<file path="config.mk">
export PLATFORM = sky130hd
export DESIGN_NAME = regbank_write_arbiter
export DESIGN_NICKNAME = d
export VERILOG_FILES = /design/src/rtl/regbank_write_arbiter.sv
export SDC_FILE = /design/constraint.sdc
export NUM_CORES = 1
export LEC_CHECK = 0
export ABC_AREA = 1
export BUFFER_PORTS_ARGS = -buffer_cell sky130_fd_sc_hd__buf_4
export CORE_ASPECT_RATIO = 0.8
export CORE_UTILIZATION = 43
export DETAILED_ROUTE_END_ITERATION = 6
export PLACE_DENSITY = 0.82
export SLEW_MARGIN = 40
export SYNTH_ARGS = -nofsm -noshare
export SYNTH_HDL_FRONTEND = slang
export SYNTH_SLANG_ARGS = --single-unit
</file>
<file path="constraint.sdc">
create_clock -name clk -period 1.4 [get_ports clk]
set_clock_uncertainty 0.05 [all_clocks]
set_input_delay 0 -clock clk [delete_from_list [all_inputs] [get_ports clk]]
set_output_delay 0 -clock clk [all_outputs]
set_load 0.01 [all_outputs]
</file>
<file path="src/rtl/regbank_write_arbiter.sv">
// Write-port arbiter for the 32x32 register bank: zero sweep after reset, then
// round-robin between ALU (A) and load (B) writeback, plus read-after-write hazard flags.
module regbank_write_arbiter #(
    parameter int ADDR_W = 5,
    parameter int DATA_W = 32
) (
    input  logic              clk,
    input  logic              rst_n,
    input  logic              a_valid,
    input  logic [ADDR_W-1:0] a_addr,
    input  logic [DATA_W-1:0] a_data,
    output logic              a_ready,
    input  logic              b_valid,
    input  logic [ADDR_W-1:0] b_addr,
    input  logic [DATA_W-1:0] b_data,
    output logic              b_ready,
    output logic              wr_en,
    output logic [ADDR_W-1:0] wr_addr,
    output logic [DATA_W-1:0] wr_data,
    input  logic [ADDR_W-1:0] rd_addr1,
    input  logic [ADDR_W-1:0] rd_addr2,
    output logic              hazard1,
    output logic              hazard2,
    output logic              init_done
);

    typedef enum logic {S_INIT, S_RUN} state_t;

    state_t              state;
    logic [ADDR_W:0]     sweep_cnt;   // extra MSB marks "every register written"
    logic                last_b;      // 1: B won the last contested cycle
    logic                run;
    logic                grant;
    logic [ADDR_W-1:0]   sel_addr;
    logic [DATA_W-1:0]   sel_data;

    always_comb begin
        run      = (state == S_RUN);
        a_ready  = run & a_valid & (~b_valid | last_b);
        b_ready  = run & b_valid & (~a_valid | ~last_b);
        grant    = a_ready | b_ready;
        sel_addr = a_ready ? a_addr : b_addr;
        sel_data = a_ready ? a_data : b_data;
    end

    always_ff @(posedge clk) begin
        if (!rst_n) begin
            state     <= S_INIT;
            sweep_cnt <= '0;
            last_b    <= 1'b1;
            wr_en     <= 1'b0;
            wr_addr   <= '0;
            wr_data   <= '0;
            init_done <= 1'b0;
        end else begin
            case (state)
                S_INIT: begin
                    if (sweep_cnt[ADDR_W]) begin
                        wr_en     <= 1'b0;
                        init_done <= 1'b1;
                        state     <= S_RUN;
                    end else begin
                        wr_en     <= 1'b1;
                        wr_addr   <= sweep_cnt[ADDR_W-1:0];
                        wr_data   <= '0;
                        sweep_cnt <= sweep_cnt + (ADDR_W+1)'(1);
                    end
                end
                S_RUN: begin
                    wr_en <= 1'b0;
                    // Round-robin pointer only moves when both requesters compete.
                    if (a_valid & b_valid)
                        last_b <= b_ready;
                    // r0 stays zero: accept the request but suppress the write.
                    if (grant && sel_addr != '0) begin
                        wr_en   <= 1'b1;
                        wr_addr <= sel_addr;
                        wr_data <= sel_data;
                    end
                end
                default: state <= S_INIT;
            endcase
        end
    end

    assign hazard1 = init_done & wr_en & (wr_addr == rd_addr1) & (rd_addr1 != '0);
    assign hazard2 = init_done & wr_en & (wr_addr == rd_addr2) & (rd_addr2 != '0);

endmodule

</file>
==> reports/metrics.cfg <==
[status]
outcome=finished, violations left
failed_checks=hold timing, setup timing

[sta]
whs_ps=-1.89
period_needed_ps=1780
setup_viol_count_final=41
worst_pin_slew_ps=388
rsz0062_at_grt=true
layout_setup_ws_ps=-376
fmax_mhz=563
fin_crit_sh=1.27
maxSlewHeadroom=0.738
slew_viol_final=0
final_hold_viol_count=2

[critical_path]
crit_fanout=11
r2r-start=last_b$_SDFFE_PN1P_
critPathLaunchType=flip-flop
worstSetupPathType=flip-flop to flip-flop
crit_path_cell_trace=inv_2 > nand2_4 > nand2_8 > nand2_4 > nand2_2 > nand3_2 > o21bai_4 > buf_6 > buf_16 > a21oi_1 > nor2_1
worstPathRequired_ps=1580
ff2ff_setup_slack_ps=-380
cp_slowest_cell=dfxtp_2
crit_buf_inv=3
path_delay_family=simple AND/OR/NAND/NOR gates
cpMostUsedCell=nand2_4
cp.arrival_ps=1950
cpPeakStageDelay_ps=330
worstReg2RegEnd=wr_data[2]$_SDFFE_PN0P_
end_kind=flip-flop
ff2ff_path_depth=11

[clock_tree]
cts_sinks=47
cts_buffer_depth=2
clk_pin_slew_ps=90
cts_inserted_buffers=5
cts_tree=built
worstSkewPairLatency_ps=300
root_buffer=clkbuf_8
ctsHtreeMaxLevel=2

[power]
max-vdd-ir-drop_uv=470
total_power_mw=2.78
p_leak_nw=2.53
power_density_nw_per_um2=591

[route]
vias=3594
dr.first_iter.drc_count=141
ant_nets=0
postRouteWirelength_mm=9.62
drc=0
drt_pre_antenna_iters=4
via_per_inst=4.94
wl_per_cell_um=13.2

[final_layout]
fin_cells=728
fin_area_um2=4700
antennaDiodeCount=0
multi_input_area_um2=1650
register_area_um2=955
utilization=0.726
drive_above_1_share=0.348
num-fill-cells=476
area_delta_synth_final_pct=60.2
num-nets-final=732

[floorplanning]
row_count=26
ios=131
core_um2=6470
die_h_um=75.9
dieArea_um2=7160
start_util=0.453
die_w_um=94.4

[placement]
port_buffers=130
dp_hpwl_mm=5.90
place.gp.congestion=0.863
dp.cells=688
place_area_um2=4030

[job]
drv_cap=0

[yosys]
syn_nets=580
synth_warnings=0
synth_cell_types=29
syn_area_um2=2930
ys_seq_area_frac=0.321
syn_area_per_cell_um2=5.98
synth_seq_cells=47
syn-instance-count=491

[hold_path]
hold_end=wr_data[22]$_SDFFE_PN0P_
worstHoldPathCells=5
hold_path.class=primary input to flip-flop
min_from=a_data[22]

[global_route]
grt.total_usage=0.248
grt_max_degree=40
grt_pass1_wl_mm=13.9
antenna_found_initial=0
grt.overflow.total=0
grt_pass1_vias=3272

## state kept, by name, summed over array words and instances (netlist names)
register / cells
wr_en: 1
run: 1
sweep_cnt: 6
wr_data: 32
wr_addr: 5
init_done: 1
last_b: 1
## logic make-up (layout without fill, tap and decap cells)
kind of cell | after synthesis | in the layout | synth area share
xor gates and xnor gates | 4 | 4 | 0.0119
buffers and inverters | 121 | 274 | 0.175
adders and majority gates | 1 | 1 | 0.00426
AOI/OAI and AO/OA | 98 | 98 | 0.178
and+or+nand+nor | 220 | 220 | 0.310
DFF | 47 | 47 | 0.321
## worst register-to-register path: stages (launching register included)
cell and delay, ps:
dfxtp_2 330, inv_2 60, nand2_4 90, nand2_8 130, nand2_4 50, nand2_2 80, nand3_2 120, o21bai_4 250
buf_6 170, buf_16 130, a21oi_1 80, nor2_1 160
## per-stage QoR
stage	worst slack (ps)	setup TNS [ps]	hold slack, ps
4_1_cts	-283	-10260	0.199
5_1_grt	-441	-14990	14.7
3_3_place_gp	-193	-6640	263
3_5_place_dp	-303	-9640	270
6_report	-376	-11820	-1.89
2_1_floorplan	-160	-4910	37.3
## metal layers
metal	global-route usage	routed length (µm)	vias up
met2	0.465	4940	135
met1	0.286	3850	1612
met5	0	0	-
li1	-	-	1828
met3	0.0479	590	19
met4	0.0803	244	0
## Yosys cell counts
library cell,number,area [µm²]
nand2_1,119,447
buf_2,7,35.0
inv_4,1,6.26
nor3_1,1,5.00
o21ai_2,1,8.76
a21oi_1,45,225
o21a_1,1,7.51
clkbuf_1,17,63.8
xnor2_1,3,26.3
dfxtp_1,47,941
nor2_1,51,191
a31oi_1,1,6.26
nand3_1,43,215
ha_1,1,12.5
o211ai_1,1,7.51
inv_1,87,327
o22ai_1,1,6.26
buf_1,2,7.51
a211oi_1,1,7.51
nand2_4,2,22.5
o21bai_1,2,15.0
nand4_1,2,12.5
buf_6,6,67.6
nand3b_1,2,15.0
a221oi_1,2,17.5
o21bai_2,1,11.3
buf_4,1,7.51
o21ai_0,42,210
xor2_1,1,8.76
## cells in the final DEF (no fill, tap or decap), types with 3 or more instances in the layout
cell	netlist	layout
buf_4	1	151
nand2_1	119	107
inv_1	87	82
nor2_1	51	50
a21oi_1	45	45
o21ai_0	42	40
dfxtp_1	47	40
nand3_1	43	28
nand3_2	0	15
dlygate4sd3_1	0	10
nand2_2	0	9
buf_6	6	7
buf_12	0	6
clkbuf_8	0	5
dfxtp_2	0	5
nand2_4	2	4
xnor2_1	3	3
## power breakdown
| group | total, mW | internal (mW) | switching (mW) |
|---|---|---|---|
| Clock | 1.02 | 0.533 | 0.486 |
| Sequential | 1.37 | 1.35 | 0.0173 |
| Combinational | 0.393 | 0.246 | 0.147 |
## how the worst max path moves through the flow
stage / from / endpoint / slack [ps] / depth (start not counted)
2_1_floorplan: run$_SDFF_PN0_ / wr_data[21]$_SDFFE_PN0P_ / -160 / 13
3_3_place_gp: last_b$_SDFFE_PN1P_ / wr_addr[0]$_SDFFE_PN0P_ / -190 / 11
3_5_place_dp: last_b$_SDFFE_PN1P_ / wr_data[9]$_SDFFE_PN0P_ / -300 / 11
4_1_cts: run$_SDFF_PN0_ / wr_data[18]$_SDFFE_PN0P_ / -280 / 8
5_1_grt: last_b$_SDFFE_PN1P_ / wr_data[2]$_SDFFE_PN0P_ / -440 / 11
6_report: last_b$_SDFFE_PN1P_ / wr_data[2]$_SDFFE_PN0P_ / -380 / 11
## cell type report
class	instances	share of cell area
Sequential cell	47	0.203
Tap cell	84	0.0224
Clock buffer	5	0.0146
Timing Repair Buffer	178	0.327
Multi-Input combinational cell	323	0.350
Clock inverter	3	0.00932
Inverter	88	0.0732
## repair_timing
action	CTS	global route
hold endpoints to repair	10	0
pin swaps	5	16
buffers inserted	11	8
hold buffers	10	0
endpoints found under the setup margin	43	46
gates resized for setup	29	40
gates cloned	3	3
No activity file was read; power rests on OpenSTA's default activity.
